--- src/rtl/nibble_serial_add_ctrl_pkg.sv ---
// Shared definitions for the nibble-serial adder sequencer and its 4-bit slice.
package nibble_serial_add_ctrl_pkg;

    localparam int NIBBLE_W = 4;

    typedef enum logic [1:0] {
        ST_IDLE = 2'd0,
        ST_RUN  = 2'd1,
        ST_DONE = 2'd2
    } state_e;

endpackage

--- src/rtl/add4_cla_slice.sv ---
// Combinational 4-bit carry-lookahead adder slice; carries expanded from generate/propagate terms.
module add4_cla_slice
    import nibble_serial_add_ctrl_pkg::*;
(
    input  logic [NIBBLE_W-1:0] a_i,
    input  logic [NIBBLE_W-1:0] b_i,
    input  logic                cin_i,
    output logic [NIBBLE_W-1:0] s_o,
    output logic                cout_o
);

    logic [NIBBLE_W-1:0] g;
    logic [NIBBLE_W-1:0] p;
    logic [NIBBLE_W:0]   c;

    always_comb begin
        g    = a_i & b_i;
        p    = a_i ^ b_i;
        c[0] = cin_i;
        c[1] = g[0] | (p[0] & cin_i);
        c[2] = g[1] | (p[1] & g[0]) | (p[1] & p[0] & cin_i);
        c[3] = g[2] | (p[2] & g[1]) | (p[2] & p[1] & g[0]) | (p[2] & p[1] & p[0] & cin_i);
        c[4] = g[3] | (p[3] & g[2]) | (p[3] & p[2] & g[1]) | (p[3] & p[2] & p[1] & g[0])
             | (p[3] & p[2] & p[1] & p[0] & cin_i);
        s_o    = p ^ c[NIBBLE_W-1:0];
        cout_o = c[NIBBLE_W];
    end

endmodule

--- src/rtl/nibble_serial_add_ctrl.sv ---
// WIDTH-bit adder that time-shares one 4-bit CLA slice, LSB nibble first,
// chaining the carry through a register; result/flags registered on entry to DONE.
module nibble_serial_add_ctrl
    import nibble_serial_add_ctrl_pkg::*;
#(
    parameter int WIDTH = 16
) (
    input  logic             clk,
    input  logic             rst,
    input  logic             start_i,
    input  logic [WIDTH-1:0] a_i,
    input  logic [WIDTH-1:0] b_i,
    input  logic             cin_i,
    output logic             busy_o,
    output logic             done_o,
    output logic [WIDTH-1:0] sum_o,
    output logic             cout_o,
    output logic             ovf_o
);

    localparam int NIBBLES = WIDTH / NIBBLE_W;
    localparam int IDX_W   = (NIBBLES > 1) ? $clog2(NIBBLES) : 1;
    localparam logic [IDX_W-1:0] IDX_LAST = IDX_W'(NIBBLES - 1);

    generate
        if ((WIDTH % NIBBLE_W) != 0 || WIDTH < NIBBLE_W) begin : g_bad_width
            $error("nibble_serial_add_ctrl: WIDTH must be a multiple of 4 and >= 4");
        end
    endgenerate

    state_e             state_q;
    logic [IDX_W-1:0]   idx_q;
    logic               carry_q;
    logic [WIDTH-1:0]   a_q;
    logic [WIDTH-1:0]   b_q;
    logic [WIDTH-1:0]   work_q;
    logic [WIDTH-1:0]   work_d;
    logic               busy_q;
    logic               done_q;
    logic [WIDTH-1:0]   sum_q;
    logic               cout_q;
    logic               ovf_q;

    logic [NIBBLE_W-1:0] slice_a;
    logic [NIBBLE_W-1:0] slice_b;
    logic [NIBBLE_W-1:0] slice_s;
    logic                slice_cout;

    always_comb begin
        slice_a = a_q[NIBBLE_W*idx_q +: NIBBLE_W];
        slice_b = b_q[NIBBLE_W*idx_q +: NIBBLE_W];
    end

    add4_cla_slice u_slice (
        .a_i    (slice_a),
        .b_i    (slice_b),
        .cin_i  (carry_q),
        .s_o    (slice_s),
        .cout_o (slice_cout)
    );

    // Work word with the current nibble merged in, so the final cycle can publish it directly.
    always_comb begin
        work_d = work_q;
        work_d[NIBBLE_W*idx_q +: NIBBLE_W] = slice_s;
    end

    always_ff @(posedge clk) begin
        if (rst) begin
            state_q <= ST_IDLE;
            idx_q   <= '0;
            carry_q <= 1'b0;
            a_q     <= '0;
            b_q     <= '0;
            work_q  <= '0;
            busy_q  <= 1'b0;
            done_q  <= 1'b0;
            sum_q   <= '0;
            cout_q  <= 1'b0;
            ovf_q   <= 1'b0;
        end else begin
            done_q <= 1'b0;
            case (state_q)
                ST_IDLE, ST_DONE: begin
                    if (start_i) begin
                        a_q     <= a_i;
                        b_q     <= b_i;
                        carry_q <= cin_i;
                        idx_q   <= '0;
                        work_q  <= '0;
                        busy_q  <= 1'b1;
                        state_q <= ST_RUN;
                    end else begin
                        state_q <= ST_IDLE;
                    end
                end
                ST_RUN: begin
                    work_q  <= work_d;
                    carry_q <= slice_cout;
                    if (idx_q == IDX_LAST) begin
                        idx_q   <= '0;
                        busy_q  <= 1'b0;
                        done_q  <= 1'b1;
                        sum_q   <= work_d;
                        cout_q  <= slice_cout;
                        ovf_q   <= (a_q[WIDTH-1] == b_q[WIDTH-1]) && (work_d[WIDTH-1] != a_q[WIDTH-1]);
                        state_q <= ST_DONE;
                    end else begin
                        idx_q <= idx_q + 1'b1;
                    end
                end
                default: begin
                    busy_q  <= 1'b0;
                    state_q <= ST_IDLE;
                end
            endcase
        end
    end

    assign busy_o = busy_q;
    assign done_o = done_q;
    assign sum_o  = sum_q;
    assign cout_o = cout_q;
    assign ovf_o  = ovf_q;

endmodule
--- config.mk ---
export PLATFORM = sky130hd
export DESIGN_NAME = nibble_serial_add_ctrl
export DESIGN_NICKNAME = d
export VERILOG_FILES = /design/src/rtl/nibble_serial_add_ctrl_pkg.sv /design/src/rtl/add4_cla_slice.sv /design/src/rtl/nibble_serial_add_ctrl.sv
export SDC_FILE = /design/constraint.sdc
export NUM_CORES = 1
export LEC_CHECK = 0
export ABC_CLOCK_PERIOD_IN_PS = 5300
export BUFFER_PORTS_ARGS = -buffer_cell sky130_fd_sc_hd__buf_2
export CORE_MARGIN = 2
export CORE_UTILIZATION = 30
export DETAILED_ROUTE_END_ITERATION = 12
export PLACE_DENSITY = 0.59
export SYNTH_ARGS = -nofsm -noshare
export SYNTH_HDL_FRONTEND = slang
export SYNTH_SLANG_ARGS = --single-unit
export TNS_END_PERCENT = 30
--- constraint.sdc ---
create_clock -name clk -period 5.3 [get_ports clk]
set_input_delay 1.06 -clock clk [delete_from_list [all_inputs] [get_ports clk]]
set_output_delay 1.06 -clock clk [all_outputs]
set_load 0.02 [all_outputs]
==> results of run 1 <==
==> kinds of logic (layout without fill, tap and decap cells) <==
group           Yosys count  after routing
simple gates            151            151
compound gates           88             88
flops                    73             73
buf+inv                  37             85
fa+ha+maj                11             11
mux                       8              8
xor+xnor                  2              2
==> stage by stage <==
stage                     hold WS, ps  cells
final                             453    554
after global routing              476    554
after CTS                         457    554
after detailed placement          447    539
after global placement            440    539
after floorplan                   433    370
==> routing by layer <==
metal | up-vias | wire length, microns | track usage, %
li1 | 1376 | - | -
met1 | 1235 | 3610 | 18.1
met2 | 76 | 3580 | 21.7
met3 | 12 | 369 | 3.63
met4 | 0 | 110 | 5.04
met5 | - | 0 | 0
==> Yosys cell counts (4+ instances only) <==
cell type  count
buf_1          4
nor3_1        15
a221oi_1       6
buf_2          6
a22o_1         8
clkbuf_1      15
a32oi_1        8
ha_1          10
nand2_1       74
inv_1         11
nor2_1        50
mux4_2         8
a21oi_1       43
a22oi_1       10
dfxtp_1       73
==> registers in the layout, indices dropped and copies added, names as in the netlist <==
register and flops:
a_q 16, b_q 16, busy_o 1, carry_q 1, cout_o 1, done_o 1, idx_q 2, ovf_o 1
state_q 2, sum_o 16, work_q 16
==> final cells by class <==
type / instances / area share [%]
tap: 136 / 4.41
timing repair buffer: 58 / 7.72
clock buffer: 10 / 3.57
clock inverter: 5 / 3.31
sequential: 73 / 37.9
inverter: 12 / 1.17
multi-input combinational: 260 / 42.0
==> worst register-to-register path, cell delays in order, from the launching register on <==
cell      delay (ps)
dfxtp_1          830
mux4_2           620
ha_1             310
a21o_1           240
a21oi_1          360
xnor2_2          230
a221oi_1         330
nor3_1            90
==> where the power goes <==
part / switching, mW / total [mW] / internal, mW
sequential: 0.0153 / 0.583 / 0.567
combinational: 0.0938 / 0.150 / 0.0565
clock: 0.201 / 0.572 / 0.371
total: 0.310 / 1.30 / 0.994
==> how the worst max path moves through the flow <==
| stage | endpoint | slack, ps | cells past startpoint | from |
|---|---|---|---|---|
| 2_1_floorplan | ovf_o$_SDFFE_PP0P_ | 2580 | 8 | idx_q[1]$_SDFFE_PP0P_ |
| 3_3_place_gp | ovf_o$_SDFFE_PP0P_ | 2250 | 7 | idx_q[0]$_SDFFE_PP0P_ |
| 3_5_place_dp | sum_o[2]$_SDFFE_PP0P_ | 2180 | 7 | idx_q[0]$_SDFFE_PP0P_ |
| 4_1_cts | ovf_o$_SDFFE_PP0P_ | 2130 | 7 | idx_q[0]$_SDFFE_PP0P_ |
| 5_1_grt | sum_o[2]$_SDFFE_PP0P_ | 1960 | 7 | idx_q[0]$_SDFFE_PP0P_ |
| 6_report | sum_o[2]$_SDFFE_PP0P_ | 2160 | 7 | idx_q[0]$_SDFFE_PP0P_ |
==> impl_metrics.yaml, run 1 <==
synth:
  synthesis.area_sq_um: 3220
  synth-async-reset-ratio_pct: 0
  netlist_instances: 370
  synth_fp_nets: 417
  synth_top_flop_cell: "dfxtp_1"
  yosysTopAreaCell: "dfxtp_1"
  synth-compound-area-share_pct: 19.0
  synth_top_family_by_area: "simple AND/OR/NAND/NOR gates"
  synth.yosys.warnings: 0
  synthXorXnorAreaFrac_pct: 0.776
  synth_top_area_share_pct: 45.3
  yosys.area_share.adder_pct: 4.50
  synth_edf_count: 0
  synth_cell_types: 38
  synth_area_per_cell_sq_um: 8.71
  synth_seq_cells: 73
  ys_seq_area_share_pct: 45.3
  synth-simple-area-share_pct: 20.3
  synthMuxAreaShare_pct: 5.59
  synthTopCellsByArea: "dfxtp_1 (45%), nand2_1 (8.6%), a21oi_1 (6.7%)"
timing:
  period_share_pct: 59.3
  tightest_slew_ps: 1170
  maxSlewViolCount: 0
  fmax_mhz: 318
  hold_viol_final: 0
  min_period_ps: 3140
  fin_ws_ps: 2160
  maxSlewHeadroom_pct: 22.2
  fin_skew_ps: 10.1
  rsz0062_at_grt: "no"
  setup-violations-final: 0
  finalSetupTns_ps: 0
power:
  power.density_nw_per_um2: 338
  power.total_mw: 1.30
  ir_drop_mv: 0.128
  power_leakage_nw: 1.53
cts:
  cts.repair.resized: 0
  cts_tree: "built"
  cts_max_path_buffers: 2
  cts_hold_buf: 0
  cts.clk_slew.worst_paths_ps: 70
  cts_setup_buffers: 0
  insertion_delay_ps: 340
  cts_buffers: 9
  cts_sinks: 73
  cts-root-buf: "clkbuf_8"
  htreeDepth: 3
critical_path:
  cp-start-kind: "flop"
  critical-path-max-stage-delay_ps: 830
  timing.rr.end: "sum_o[2]$_SDFFE_PP0P_"
  r2r_slack_ps: 2160
  reg2reg_from: "idx_q[0]$_SDFFE_PP0P_"
  required_ps: 5490
  rr_worst_depth: 7
  cp_top_family: "compound AO/OA/AOI/OAI gates"
  critPathSlowestCell: "dfxtp_1"
  path_class: "flop to flop"
  endpoint_kind: "flop"
  critical_path_arrival_ps: 3330
  worstPathCellList: "mux4_2, ha_1, a21o_1, a21oi_1, xnor2_2, a221oi_1, nor3_1"
  critPathMaxFanout: 16
  path_buf_inv: 0
flow_run:
  maxCapViolCount: 0
cells_and_area:
  fill_cells: 1105
  final_cell_mix: "nand2_1 (74), dfxtp_1 (73), buf_2 (55)"
  post-route-util_pct: 37.2
  final_common_cell: "nand2_1"
  syn_to_final_growth_pct: 19.7
  drive_above_1_share_pct: 22.2
  regArea_sq_um: 1460
  design_area_sq_um: 3860
  multi_input_area_sq_um: 1620
  num_antenna_cells: 0
  nets: 461
route:
  vias: 2699
  drtPass1Iterations: 5
  wl_microns: 7670
  first_iter_violations: 146
  vias_per_cell: 4.87
  drc: 0
  wl_per_cell_microns: 13.9
  ant_nets: 0
run_status:
  status: "complete, no violations"
placement:
  place_area_sq_um: 3590
  place.gp.congestion: 0.771
  io_buffers: 55
  place_ws_ps: 2180
  dp_hpwl_microns: 5310
grt:
  grt_pass1_vias: 2592
  grt_max_degree: 74
  groute.usage.overall_pct: 13.8
  grt_pass1_wl_microns: 12700
  grt_overflow: 0
  antenna_found_initial: 0
floorplan:
  core_sq_um: 10400
  floorplan.initialDensity_pct: 31.1
  die_h_microns: 108
  pin_count: 56
  die_w_microns: 108
  dieArea_sq_um: 11600
  row_count: 37
min_path:
  min_to: "b_q[2]$_SDFFE_PP0P_"
  hold_depth: 2
  hp-class: "flop to flop"
  hp-start: "b_q[2]$_SDFFE_PP0P_"
No activity file was read; power rests on OpenSTA's default activity.
==> run 2, diff against run 1 <==
ABC_CLOCK_PERIOD_IN_PS = 2800   (was 5300)
PLACE_DENSITY = 0.61   (was 0.59)
clock period = 2.8 ns   (was 5.3 ns; I/O delays follow)
==> run 2 against run 1 <==
  * Flip-flop and latch count stayed put
  * Combinational power is 110% higher
  * Wire length is 1.7% higher
  * Non-clock buffer count up 12
  * Core utilization grew 0.70 points
  * Global-route usage is 0.41 points higher
  * Hold slack worse by 18 ps
  * Register-to-register slack got worse by 2100 ps
  * Fmax is 16% higher
  * Clock-buffer cell count is 1 lower
  * Die area unchanged
  * Highest routed layer unchanged
  * Largest power group unchanged
  * Sequential power rose by 89%
==> impl_metrics.yaml, run 2 (same netlist as run 1, synthesis figures left out) <==
critical_path:
  path_buf_inv: 2
  required_ps: 3010
  critPathMaxFanout: 9
  cp-start-kind: "flop"
  path_class: "flop to flop"
  cp_top_family: "compound AO/OA/AOI/OAI gates"
  worstPathCellList: "mux4_2, ha_1, a21o_1, a2111oi_4, nor3_4, buf_12, buf_4, a221oi_1, nor3_1"
  critical-path-max-stage-delay_ps: 520
  critPathSlowestCell: "mux4_2"
  critical_path_arrival_ps: 2920
  endpoint_kind: "flop"
cts:
  cts_buffers: 9
  cts_hold_buf: 0
  insertion_delay_ps: 350
  cts.clk_slew.worst_paths_ps: 90
  cts_max_path_buffers: 2
  htreeDepth: 3
  cts-root-buf: "clkbuf_8"
  cts_sinks: 73
  cts_tree: "built"
placement:
  dpl.cell_count: 549
  place.gp.congestion: 0.854
  place_area_sq_um: 3670
  dp_hpwl_microns: 5450
  io_buffers: 55
timing:
  setup-violations-final: 0
  maxSlewHeadroom_pct: 49.3
  hold_viol_final: 0
  finalSetupTns_ps: 0
  rsz0062_at_grt: "no"
  fin_skew_ps: 11.8
  fmax_mhz: 369
  min_period_ps: 2710
  maxSlewViolCount: 0
  timing.hold.ws_ps: 435
  period_share_pct: 96.8
  tightest_slew_ps: 759
route:
  drt-met1-wl_microns: 3640
  met2_wirelength_microns: 3710
  route.met3.wl_microns: 375
  vias: 2761
  drc: 0
  drtPass1Iterations: 4
  first_iter_violations: 82
  top_layer_used: "met4"
  wl_microns: 7810
  ant_nets: 0
  vias_per_cell: 4.87
  wl_per_cell_microns: 13.8
cells_and_area:
  design_area_sq_um: 3930
  syn_to_final_growth_pct: 21.9
  final_common_cell: "nand2_1"
  nets: 473
  final_cell_mix: "nand2_1 (74), dfxtp_1 (72), buf_2 (55)"
  drive_above_1_share_pct: 25.1
  num_antenna_cells: 0
  fin_cells: 567
grt:
  groute.usage.overall_pct: 14.2
  grt_pass1_vias: 2690
  grt_pass1_wl_microns: 12900
  grt_overflow: 0
  antenna_found_initial: 0
  grt_max_degree: 74
power:
  power_leakage_nw: 1.57
  power.density_nw_per_um2: 597
  ir_drop_mv: 0.287
min_path:
  hp-class: "input pin to flop"
floorplan:
  dieArea_sq_um: 11600
  core_sq_um: 10400
  row_count: 37
  pin_count: 56
  floorplan.initialDensity_pct: 31.1
  die_h_microns: 108
  die_w_microns: 108
flow_run:
  maxCapViolCount: 0
run_status:
  status: "complete, no violations"
## run 2: stage by stage
step           power [mW]  worst slack [ps]  utilization (%)
6_report             2.35              89.3             37.9
5_1_grt              2.46              11.0             37.9
4_1_cts              2.35              24.3             37.5
3_5_place_dp         1.42              78.5             35.4
3_3_place_gp         1.41               127             35.4
2_1_floorplan        1.33              78.4                -
## run 2: area by class of cell
type,count,area (sq um)
Inverter,12,45.0
Fill cell,1087,6440
Multi-Input combinational cell,260,1630
Tap cell,136,170
Clock buffer,9,124
Sequential cell,73,1470
Clock inverter,7,101
Timing Repair Buffer,70,400
## run 2: layer usage
| metal | up-vias | track usage [%] |
|---|---|---|
| li1 | 1400 | - |
| met1 | 1275 | 17.9 |
| met2 | 78 | 23.4 |
| met3 | 8 | 3.93 |
| met5 | - | 0 |
| met4 | 0 | 4.40 |
## run 2: final timing paths
check                        start                endpoint  slack [ps]  cells after the start
max          idx_q[0]$_SDFFE_PP0P_  sum_o[11]$_SDFFE_PP0P_          90                      9
min                        b_i[14]    b_q[14]$_SDFFE_PP0P_         430                      3
max reg2reg  idx_q[0]$_SDFFE_PP0P_  sum_o[11]$_SDFFE_PP0P_          90                      9
min reg2reg    b_q[0]$_SDFFE_PP0P_     b_q[0]$_SDFFE_PP0P_         460                      2
## run 2: tightest hold or removal path: cells and delay by family
family	cells	cell delay (ps)
compound gates	1	50
buf+inv	1	90
simple gates	1	40
## run 2: repair_timing
| action | 4_1_cts | 5_1_grt |
|---|---|---|
| setup buffers | 0 | 2 |
| setup endpoints to repair | 0 | 11 |
| resized for setup | 0 | 3 |
## run 2: power by group
group / internal, mW / total, mW / switching, mW / leakage, nW
clock network: 0.511 / 0.935 / 0.424 / 0.107
logic: 0.128 / 0.315 / 0.187 / 0.870
registers: 1.07 / 1.10 / 0.0244 / 0.595
